<file path="src/rtl/cordic_block.sv">
// Iterative rotation-mode CORDIC: one micro-rotation per clock, angles in Q16.16 degrees.
// Optional build macro CORDIC_GAIN_COMP_EN pre-scales the loaded vector by 1/K.
module cordic_block #(
   parameter int unsigned WIDTH    = 32,
   parameter int unsigned FRAC     = 16,
   parameter int unsigned MAX_ITER = 32
) (
   input  logic                    valid,
   input  logic signed [WIDTH-1:0] x0,
   input  logic signed [WIDTH-1:0] y0,
   input  logic signed [WIDTH-1:0] z0,
   input  logic        [WIDTH-1:0] n,
   input  logic                    clk,
   output logic signed [WIDTH-1:0] x,
   output logic signed [WIDTH-1:0] y,
   output logic signed [WIDTH-1:0] z,
   input  logic                    rst,
   output logic                    done
);

   localparam int unsigned IW   = $clog2(MAX_ITER);
   localparam int unsigned NMAX = MAX_ITER - 1;

   typedef enum logic [1:0] {
      ST_IDLE,
      ST_RUN,
      ST_DONE
   } state_t;

   state_t                  state_q, state_d;
   logic [IW-1:0]           i_q, i_d;
   logic [IW-1:0]           nlat_q, nlat_d;
   logic [IW-1:0]           n_clamp;
   logic signed [WIDTH-1:0] x_d, y_d, z_d;
   logic signed [WIDTH-1:0] x_ld, y_ld;
   logic signed [WIDTH-1:0] xs, ys;
   logic                    done_d;

   // arctangent ROM, round(atan(2^-i) * 180/pi * 2^16); table assumes FRAC = 16
   function automatic logic signed [WIDTH-1:0] atan_rom(input logic [IW-1:0] idx);
      logic [31:0] v;
      case (32'(idx))
         0:  v = 32'd2949120;
         1:  v = 32'd1740967;
         2:  v = 32'd919879;
         3:  v = 32'd466945;
         4:  v = 32'd234379;
         5:  v = 32'd117304;
         6:  v = 32'd58666;
         7:  v = 32'd29335;
         8:  v = 32'd14668;
         9:  v = 32'd7334;
         10: v = 32'd3667;
         11: v = 32'd1833;
         12: v = 32'd917;
         13: v = 32'd458;
         14: v = 32'd229;
         15: v = 32'd115;
         16: v = 32'd57;
         17: v = 32'd29;
         18: v = 32'd14;
         19: v = 32'd7;
         20: v = 32'd4;
         21: v = 32'd2;
         22: v = 32'd1;
         default: v = 32'd0;
      endcase
      return WIDTH'(v);
   endfunction

   assign n_clamp = (n > WIDTH'(NMAX)) ? IW'(NMAX) : n[IW-1:0];

`ifdef CORDIC_GAIN_COMP_EN
   localparam logic signed [2*WIDTH-1:0] GAIN_INV = (2*WIDTH)'(39797);
   logic signed [2*WIDTH-1:0] px, py;

   // 1/K in Q0.16; full-width product, then truncate back to WIDTH
   assign px   = $signed((2*WIDTH)'(x0)) * GAIN_INV;
   assign py   = $signed((2*WIDTH)'(y0)) * GAIN_INV;
   assign x_ld = WIDTH'(px >>> FRAC);
   assign y_ld = WIDTH'(py >>> FRAC);
`else
   assign x_ld = x0;
   assign y_ld = y0;
`endif

   assign xs = x >>> i_q;
   assign ys = y >>> i_q;

   // next-state and datapath update
   always_comb begin
      state_d = state_q;
      i_d     = i_q;
      nlat_d  = nlat_q;
      x_d     = x;
      y_d     = y;
      z_d     = z;
      if (valid) begin
         x_d     = x_ld;
         y_d     = y_ld;
         z_d     = z0 <<< FRAC;
         i_d     = '0;
         nlat_d  = n_clamp;
         state_d = (n_clamp == '0) ? ST_DONE : ST_RUN;
      end else begin
         case (state_q)
            ST_RUN: begin
               if (z[WIDTH-1]) begin
                  x_d = x + ys;
                  y_d = y - xs;
                  z_d = z + atan_rom(i_q);
               end else begin
                  x_d = x - ys;
                  y_d = y + xs;
                  z_d = z - atan_rom(i_q);
               end
               i_d = i_q + IW'(1);
               if (i_q == nlat_q - IW'(1)) begin
                  state_d = ST_DONE;
               end
            end
            default: begin
            end
         endcase
      end
      done_d = (state_d == ST_DONE);
   end

   always_ff @(posedge clk) begin
      if (rst) begin
         state_q <= ST_IDLE;
         i_q     <= '0;
         nlat_q  <= '0;
         x       <= '0;
         y       <= '0;
         z       <= '0;
         done    <= 1'b0;
      end else begin
         state_q <= state_d;
         i_q     <= i_d;
         nlat_q  <= nlat_d;
         x       <= x_d;
         y       <= y_d;
         z       <= z_d;
         done    <= done_d;
      end
   end

endmodule

</file>
<file path="config.mk">
export PLATFORM = sky130hd
export DESIGN_NAME = cordic_block
export DESIGN_NICKNAME = d
export VERILOG_FILES = /design/src/rtl/cordic_block.sv
export SDC_FILE = /design/constraint.sdc
export NUM_CORES = 1
export LEC_CHECK = 0
export CAP_MARGIN = 20
export CORE_UTILIZATION = 50
export CTS_CLUSTER_SIZE = 30
export DETAILED_ROUTE_END_ITERATION = 8
export PLACE_DENSITY = 0.8
export SKIP_LAST_GASP = 1
export SLEW_MARGIN = 25
export SYNTH_ARGS = -nofsm -noshare
export SYNTH_HDL_FRONTEND = slang
export SYNTH_SLANG_ARGS = --single-unit
</file>
<file path="constraint.sdc">
create_clock -name clk -period 7.34 [get_ports clk]
set_input_delay 2.202 -clock clk [delete_from_list [all_inputs] [get_ports clk]]
set_output_delay 2.202 -clock clk [all_outputs]
set_load 0.1 [all_outputs]
</file>
Word-level counts from Yosys, hierarchy flattened:

Memory sizes are Yosys's and may differ from the RTL's. A register that Yosys moved wholly into a read port is not among the register bits.
Index checks and enable logic that the tools add are counted.

* flip-flop bits (word level): 109
* memory bits (read-only): 1408
* output and inout port bits: 97
* logic and storage cells: 51
* memories kept: 2

Memories
* (no name shown): words 32, width 22, read ports 1, clocked after memory_dff 1, write ports 0, line 42 `case (32'(idx))`
* (no name shown): words 32, width 22, read ports 1, clocked after memory_dff 1, write ports 0, line 42

* add/sub/neg operators: 8
* $lt $le $gt $ge: 1
* equality and inequality tests: 3
* shifts and indexed selects: 2
* muxes and demuxes: 24
* reductions and logical operators: 3

Operators by type and width (count)
* $mux W32: 15
* $add A32 B32 Y32: 3
* $sub A32 B32 Y32: 3
* $sshr A32 B5 Y32: 2
* $gt A32 B5 Y1 const B: 1
* $mux W5: 5
* $mux W2: 4
* $add A5 B1 Y5 const B: 1
* $eq A5 B5 Y1: 1
* $logic_not A5 Y1: 1
* $sub A5 B1 Y5 const B: 1
* $eq A2 B1 Y1 const B: 1
* $eq A2 B2 Y1 const B: 1
* $reduce_bool A2 Y1: 1
* $reduce_or A2 Y1: 1

Longest topological paths before layout:

Gate-level depths: netlist (run 1).

* depth in word-level cells: 7
* depth in mapped cells: 27

Worst setup path before layout (run 1):

OpenSTA, ideal clock, no wires.

* path type: register -> register
* from: register x[21]
* to: register y[28]
* library setup time: 0.115 ns
* data arrival time: 5.546 ns
* setup slack: 1.680 ns
* cell stages (with the launch flop): 22
* clock period less this slack: 5.660 ns
* cell sequence: dfxtp_1 mux4_2 mux2_2 a221o_1 a21oi_1 nand2_1 or3b_1 nor2_1 a21oi_1 xor2_1 ha_1 a41oi_1 o21ai_0 a2111oi_0 o31a_1 nor3_1 o31ai_1 o21bai_1 a21o_1 a21oi_1 xor2_1 a2111oi_0

* cells in the longest elaborated chain, start to end: 5

RTL lines
* start: declaration: line 14 `output logic signed [WIDTH-1:0] x,`
* start signal: assignment: line 134 `x <= '0;`
* start signal: assignment: line 142 `x <= x_d;`
* $sshr A32 B5 Y32 *: line 87 `assign xs = x >>> i_q;`
* $add A32 B32 Y32 / $sub A32 B32 Y32 (equally long branches): line 114, 110
* $mux W32 *: line 108 `if (z[WIDTH-1]) begin`
* $mux W32 *: line 106 `case (state_q)`
* $mux W32 *: line 98 `if (valid) begin`
* end signal: assignment: line 143 `y <= y_d;`
* end: declaration: line 15 `output logic signed [WIDTH-1:0] y,`

Every way passes the cells marked *; elsewhere a longest branch is shown, timed or not. The select of a mux whose other input is x is not followed.
A chain may end at the register's enable or synchronous reset.

Final worst setup path (run 1):

* from: register i_q[1]
* to: register y[28]

* cells in the longest elaborated chain, start to end: 5

RTL lines
* start: declaration: line 31 `logic [IW-1:0] i_q, i_d;`
* start signal: assignment: line 140 `i_q <= i_d;`
* $sshr A32 B5 Y32 *: line 87
* $add A32 B32 Y32 / $sub A32 B32 Y32 (equally long branches): line 114, 110
* $mux W32 *: line 108
* $mux W32 *: line 106
* $mux W32 *: line 98

Marked as above.

==> results of run 1 <==
==> metal layers <==
layer  GRT usage [%]  share of wire (%)
met1            42.8                 39
met2            60.9                 47
met3            7.82                8.3
met4            19.2                5.4
met5               0                  0
==> report_power, final <==
group / switching, mW / internal, mW / total [mW]
logic: 1.43 / 0.913 / 2.34
registers: 0.136 / 0.764 / 0.900
clock network: 0.376 / 0.521 / 0.896
total: 1.94 / 2.20 / 4.14
==> worst register-to-register path: stages, from the launching register on <==
cell       delay (ns)
dfxtp_4          0.65
mux4_1           0.69
mux2i_1          0.35
o221ai_1         0.23
a211oi_2         0.38
nand4_1          0.25
or3b_1           0.56
nor2_1           0.28
a21oi_1          0.13
xor2_1           0.21
ha_1             0.38
a41oi_1          0.23
o21ai_0          0.18
a2111oi_1        0.60
o31a_1           0.28
nor3_1           0.10
o31ai_1          0.39
o21bai_1         0.15
a21o_1           0.20
a21oi_1          0.18
xor2_1           0.08
a2111oi_0        0.38
==> per-stage QoR <==
stage | std cells | utilization [%] | instance area [um2] | worst slack (ns) | TNS (ns)
3_3_place_gp | 2670 | 59.2 | 18900 | 0.597 | 0
4_1_cts | 2701 | 61.1 | 19500 | 0.334 | 0
3_5_place_dp | 2670 | 59.2 | 18900 | 0.373 | 0
2_1_floorplan | 2102 | - | 16400 | 1.68 | 0
5_1_grt | 2710 | 61.5 | 19600 | -0.134 | -0.134
6_report | 2710 | 61.5 | 19600 | 0.366 | 0
==> path summary, 6_finish.rpt <==
path	from	end	slack, ns
worst min register to register	z[4]	z[4]	0.48
worst max-delay path	i_q[1]	y[28]	0.37
worst max register to register	i_q[1]	y[28]	0.37
worst min-delay path	z[4]	z[4]	0.48
==> final cells by class <==
| type | count | area [um2] |
|---|---|---|
| flip-flops and latches | 131 | 2640 |
| clock inverters | 11 | 116 |
| clock buffers | 20 | 489 |
| well taps | 435 | 544 |
| inverters | 65 | 244 |
| multi-input cells | 1772 | 13000 |
| repair buffers | 276 | 2660 |
| fillers | 2813 | 12300 |
==> kinds of logic after synthesis <==
| logic type | Yosys count |
|---|---|
| adders and majority gates | 115 |
| buffers and inverters | 199 |
| AOI/OAI and AO/OA | 669 |
| muxes | 156 |
| xor gates and xnor gates | 167 |
| and+or+nand+nor | 665 |
| DFF | 131 |
==> cell usage in the layout, fill, tap and decap left out, types with 22 or more instances in the layout <==
master,synthesis,routed
dfxtp_1,131,126
a211oi_1,34,33
clkdlybuf4s50_1,0,209
mux2i_1,60,60
nand2_1,210,210
a21oi_1,219,218
nor3_1,51,50
xnor2_1,84,84
a21o_1,58,58
nand3_1,25,25
mux4_2,66,66
xor2_1,83,83
nor2_1,227,226
a221oi_1,26,26
buf_4,4,62
and3_1,23,23
a31oi_1,40,40
o211ai_1,26,26
mux2_2,22,22
o21ai_0,106,106
inv_1,63,62
ha_1,112,112
==> repair_timing <==
action / CTS / global route
buffers inserted: 0 / 9
gates resized for setup: 0 / 3
setup endpoints to repair: 0 / 8
==> metrics.cfg, run 1 <==
[synth]
netlist_top_cells_count=nor2_1 (227), a21oi_1 (219), nand2_1 (210)
synth_area_mm2=0.0164
synthSimpleGateAreaFrac_pct=18.8
synth_xor_area_share_pct=8.91
syn_avg_cell_area_um2=7.81
async_flop_share_pct=0
synth_edf_count=0
ys_top_cells_by_area=dfxtp_1 (16%), mux4_2 (9.1%), ha_1 (8.5%)
synth_top_cell_area_share_pct=16.0
synthCells=2102
synth_fa_ha_area_share_pct=8.90
synth_compound_area_share_pct=26.6
synth_nets=2348
synth_top_family_by_area=compound AO/OA/AOI/OAI gates
synth_cell_types=95
synth_mux_area_share_pct=15.4
yosysWarnings=0
ys_seq_area_share_pct=16.0
synth-main-ff-cell=dfxtp_1
synth.most_common_cell=nor2_1
ys_ff_latch=131
yosys.area.top_type=dfxtp_1

[clock_tree]
clk_latency_ns=0.45
postCtsHoldBufs=0
htreeDepth=4
cts_tree=yes
cts.sinks=131
cts_buffer_depth=2
root_buffer=clkbuf_16
cts_buffers=17
clk_pin_slew_worst_paths_ns=0.07

[sta]
slew_violations=0
fin_hold_ws_ns=0.477
skew_ns=0.0129
fmax_ghz=0.143
slew_headroom_pct=29.5
setup_viol=0
period_minus_slack_ns=6.97
tightest_slew_ns=1.05
final_hold_viol_count=0
period_share_pct=95.0

[outcome]
status=finished clean

[floorplanning]
die_x_um=183
start_util_pct=51.4
die_area_mm2=0.0336
rows=65
boundaryPins=228
dieHeight_um=183
coreArea_mm2=0.0320

[power_and_ir_drop]
power_density_mw_per_mm2=211
power_leakage_nw=7.92
finalPower_mw=4.14
vdd_drop_max_uv=187

[drt]
vias_per_cell=6.50
drc=0
first_pass_iters=7
vias=17600
drtIter0Drc=1707
ant_nets=0
wl_per_cell_um=22.6
wl_um=61300

[grt]
grt_max_degree=82
grt_pass1_vias=16900
antenna_found_initial=0
grt_pass1_wl_um=94500
grt_overflow=0
grt_use_total_pct=36.1

[setup_path]
path_depth=21
cp_num_buf_inv=0
crit_family=compound AO/OA/AOI/OAI gates
cp-start-kind=flip-flop
criticalPathCategory=flip-flop to flip-flop
cp_max_fo=23
path_cells=mux4_1, mux2i_1, o221ai_1, a211oi_2, nand4_1, or3b_1, nor2_1, a21oi_1, xor2_1, ha_1, a41oi_1, o21ai_0, a2111oi_1, o31a_1, nor3_1, o31ai_1, o21bai_1, a21o_1, a21oi_1, xor2_1, a2111oi_0
cp_slowest_cell=dfxtp_4
cpPeakStageDelay_ns=0.65
crit_arrival_ns=7.31
required_ns=7.68
cp-end-kind=flip-flop
ff2ff_path_depth=21

[place]
dp.final_hpwl_um=45700
gp_congestion=1.02
port_buffers=211

[cells_and_area]
synthToLayoutAreaGrowth_pct=19.6
fin_nets=2509
n_antenna_cell=0
drive_gt1_share_pct=10.5

[job]
maxCapViolations=0

[min_path]
hp-class=flip-flop to flip-flop
hold_depth=2

Note: power is estimated with default switching activity, not from simulation.
==> run 2: changes to the inputs <==
--- a/config.mk
+++ b/config.mk
@@ -6,6 +6,7 @@
 export NUM_CORES = 1
 export LEC_CHECK = 0
 export CAP_MARGIN = 20
+export CORE_MARGIN = 8
 export CORE_UTILIZATION = 50
 export CTS_CLUSTER_SIZE = 30
 export DETAILED_ROUTE_END_ITERATION = 8
==> metrics.cfg, run 2 (synthesis gave the netlist of run 1 again) <==
[drt]
wl_um=62200
first_pass_iters=7
drtIter0Drc=1769
drc=0
wl_per_cell_um=22.9
vias=17600
vias_per_cell=6.50
ant_nets=0

[cells_and_area]
fin_nets=2503
stdcell_area_mm2=0.0195
n_fill_cell=2867
final_cells=2712
final_util_pct=60.2
seqCellArea_mm2=0.00263
layout_common_cells=nor2_1 (226), a21oi_1 (219), nand2_1 (210)
synthToLayoutAreaGrowth_pct=19.0
final_common_cell=nor2_1
multiInputGateArea_mm2=0.0130
drive_gt1_share_pct=10.1

[clock_tree]
cts_buffer_depth=2
clk_pin_slew_worst_paths_ns=0.06
root_buffer=clkbuf_16
cts_buffers=17
clk_latency_ns=0.46
postCtsHoldBufs=0
cts.sinks=131
htreeDepth=4
cts_tree=yes

[grt]
grt_pass1_wl_um=94800
grt_use_total_pct=30.7
grt_overflow=0
grt_pass1_vias=16700
grt_max_degree=75
antenna_found_initial=1

[floorplanning]
die_x_um=197
rows=66
die_area_mm2=0.0389
dieHeight_um=197
coreArea_mm2=0.0325
start_util_pct=50.6
boundaryPins=228

[sta]
finalSetupTns_ns=0
setup_viol=0
tightest_slew_ns=1.09
skew_ns=0.0148
rsz0062_at_grt=no
fmax_ghz=0.145
fin_hold_ws_ns=0.478
slew_violations=0
worst_slack_ns=0.430
final_hold_viol_count=0
period_share_pct=94.1
slew_headroom_pct=27.3
period_minus_slack_ns=6.91

[job]
maxCapViolations=0

[setup_path]
path_cells=buf_4, mux4_2, a32oi_1, nand2_1, a211oi_1, ha_1, or3b_1, nor2_1, a21oi_1, xor2_1, ha_1, a41oi_1, o21ai_0, a2111oi_0, o31a_1, nor3_1, o31ai_1, o21bai_1, a21o_1, a21oi_1, xor2_1, a2111oi_0
crit_arrival_ns=7.23
cp-start-kind=flip-flop
required_ns=7.66
criticalPathCategory=flip-flop to flip-flop
cp-end-kind=flip-flop
cp_slowest_cell=dfxtp_4
cpPeakStageDelay_ns=0.70
cp_max_fo=31

[place]
dp.final_hpwl_um=46300
dp.cells=2679
gp_congestion=0.983
pre_cts_slack_ns=0.444
port_buffers=211
dpl_cell_area_mm2=0.0189

[power_and_ir_drop]
power_density_mw_per_mm2=211
power_leakage_nw=7.86
vdd_drop_max_uv=169
finalPower_mw=4.13

[outcome]
status=finished clean

[min_path]
hp-class=flip-flop to flip-flop

==> run 2: metal layers <==
layer | vias to the layer above | global-route usage, % | routed length, um
li1 | 8148 | - | -
met1 | 8423 | 37.8 | 24700
met2 | 904 | 52.0 | 29600
met3 | 145 | 4.94 | 4890
met4 | 0 | 14.4 | 3010
met5 | - | 0 | 0
==> run 2: critical path: cells and delay by family, from the launching register on <==
family | cells | cell delay [ns]
fa+ha+maj | 2 | 0.71
mux | 1 | 0.62
flops | 1 | 0.70
buf+inv | 1 | 0.28
xor+xnor | 2 | 0.26
simple gates | 4 | 0.81
compound gates | 12 | 3.35
==> run 2: power breakdown <==
group | internal (mW) | leakage (nW) | switching (mW) | total, mW
Sequential | 0.764 | 1.08 | 0.132 | 0.896
Combinational | 0.917 | 6.50 | 1.45 | 2.36
Clock | 0.497 | 0.280 | 0.370 | 0.867
Total | 2.18 | 7.86 | 1.95 | 4.13
==> run 2: layout make-up <==
type                            instances  share of cell area [%]
Clock buffer                           18                    2.20
Clock inverter                         13                   0.685
Tap cell                              442                    2.83
Inverter                               65                    1.25
Timing Repair Buffer                  270                    13.2
Antenna cell                            1                  0.0128
Multi-Input combinational cell       1772                    66.3
Sequential cell                       131                    13.5
==> run 2: timing repair <==
action                     CTS  global route
setup buffers                0             1
setup endpoints to repair    0             1
resized for setup            0             0
==> run 2: worst paths after layout <==
path,from,to,slack [ns],depth (start not counted)
max reg2reg,i_q[0],y[28],0.43,22
min reg2reg,z[4],z[4],0.48,2
min,z[4],z[4],0.48,2
max,i_q[0],y[28],0.43,22
==> run 3: changes to the inputs <==
--- a/config.mk
+++ b/config.mk
@@ -10,6 +10,7 @@
 export CORE_UTILIZATION = 50
 export CTS_CLUSTER_SIZE = 30
 export DETAILED_ROUTE_END_ITERATION = 8
+export GPL_TIMING_DRIVEN = 0
 export PLACE_DENSITY = 0.8
 export SKIP_LAST_GASP = 1
 export SLEW_MARGIN = 25
==> metrics.cfg, run 3 (synthesis gave the netlist of run 1 again) <==
[outcome]
status=finished clean

[job]
maxCapViolations=0

[sta]
slew_violations=0
worst_slack_ns=0.236
slew_headroom_pct=19.5
period_minus_slack_ns=7.10
setup_viol=0
fin_hold_ws_ns=0.489
final_hold_viol_count=0
tightest_slew_ns=1.20
fmax_ghz=0.141
period_share_pct=96.8
skew_ns=0.0125
rsz0062_at_grt=yes

[power_and_ir_drop]
vdd_drop_max_uv=196
power_density_mw_per_mm2=218
power_leakage_nw=7.98

[setup_path]
required_ns=7.64
cp_max_fo=10
ff2ff_setup_slack_ns=0.24
cp-end-kind=flip-flop
cp-start-kind=flip-flop
criticalPathCategory=flip-flop to flip-flop
crit_arrival_ns=7.41

[clock_tree]
root_buffer=clkbuf_16
htreeDepth=4
cts_buffers=17
cts_tree=yes
clk_latency_ns=0.47
postCtsHoldBufs=0
cts.sinks=131
cts_buffer_depth=2
clk_pin_slew_worst_paths_ns=0.07

[grt]
grt_pass1_wl_um=125000
antenna_found_initial=3
grt_overflow=0
grt_pass1_vias=19300
grt_use_total_pct=43.2
grt_max_degree=20

[floorplanning]
start_util_pct=50.6
die_area_mm2=0.0389
die_x_um=197
coreArea_mm2=0.0325
boundaryPins=228
rows=66
dieHeight_um=197

[drt]
wl_per_cell_um=31.0
first_pass_iters=6
vias_per_cell=7.07
ant_nets=0
drc=0
wl_um=86500
drtIter0Drc=2697
vias=19700

[place]
pre_cts_slack_ns=-0.677
port_buffers=210
dp.final_hpwl_um=66500
gp_congestion=1.10

[cells_and_area]
fin_nets=2582
synthToLayoutAreaGrowth_pct=21.3
layout_common_cells=nor2_1 (226), a21oi_1 (215), nand2_1 (210), clkdlybuf4s50_1 (210), dfxtp_1 (131)
drive_gt1_share_pct=10.3
final_common_cell=nor2_1

[min_path]
hp-class=flip-flop to flip-flop

## run 3: changes by cell type in the layout (fill, tap and decap cells not counted), moves of 10 or more
cell      delta
buf_4       -45
clkbuf_2    +16
buf_1       +21
buf_2       +13
buf_6       +10
clkbuf_1    +60
## run 3: area by class of cell
class                   instances  area [um2]
diodes                          1        2.50
plain buffers                 132         666
clock buffers                  19         453
clock inverters                13         148
fillers                      2833       12500
inverters                      65         248
multi-input cells            1772       13100
flip-flops and latches        131        2620
well taps                     442         553
repair buffers                217        2150
## run 3: timing repair
item / in CTS / in global routing
setup endpoints to repair: 7 / 11
resized for setup: 13 / 34
buffers inserted: 2 / 2
pin swaps: 1 / 1
## run 3: per-stage QoR
step / cell area (um2) / power [mW] / util (%) / instances / TNS [ns]
after CTS: 19800 / 4.21 / 60.9 / 2790 / 0
after global routing: 19900 / 4.49 / 61.4 / 2791 / 0
after detailed placement: 19100 / 3.30 / 58.9 / 2757 / -2.40
after global placement: 19100 / 3.24 / 58.8 / 2754 / -2.39
final: 19900 / 4.34 / 61.4 / 2792 / 0
after floorplan: 16400 / 2.61 / - / 2102 / 0
## run 3: worst paths after layout
kind / startpoint / to / cells after the start
worst max register to register: i_q[2] / x[31] / 21
worst min register to register: z[5] / z[5] / 2
worst max-delay path: i_q[2] / x[31] / 21
worst min-delay path: z[5] / z[5] / 2
## run 3: power breakdown
part           switching (mW)  leakage (nW)  internal (mW)
Combinational            1.61          6.61          0.917
Sequential              0.143          1.08          0.764
Clock                   0.384         0.295          0.522
Total                    2.14          7.98           2.20
## run 3: critical path, stage by stage, from the launching register on
cell	delay, ns
dfxtp_1	0.44
buf_2	0.37
buf_2	0.41
buf_2	0.38
buf_1	0.51
o21ai_0	0.22
a211oi_2	0.45
nand3_1	0.28
nor4_2	0.61
a21o_1	0.31
o21ai_0	0.15
xor2_1	0.22
ha_1	0.29
clkbuf_1	0.30
nand3_1	0.15
o31ai_1	0.45
a31oi_1	0.26
a211oi_1	0.40
o221ai_1	0.25
o21ai_0	0.24
xnor2_1	0.14
o22ai_1	0.10
## run 3: metal layers
metal  wire [um]  vias up  GRT usage, %  part of all wire, %
li1            -     8288             -                    -
met1       30300     9287          48.8                   35
met2       36700     1652          65.4                   42
met3       11600      495          16.0                   13
met4        7930        4          33.6                  9.2
met5          27        -             0                0.031
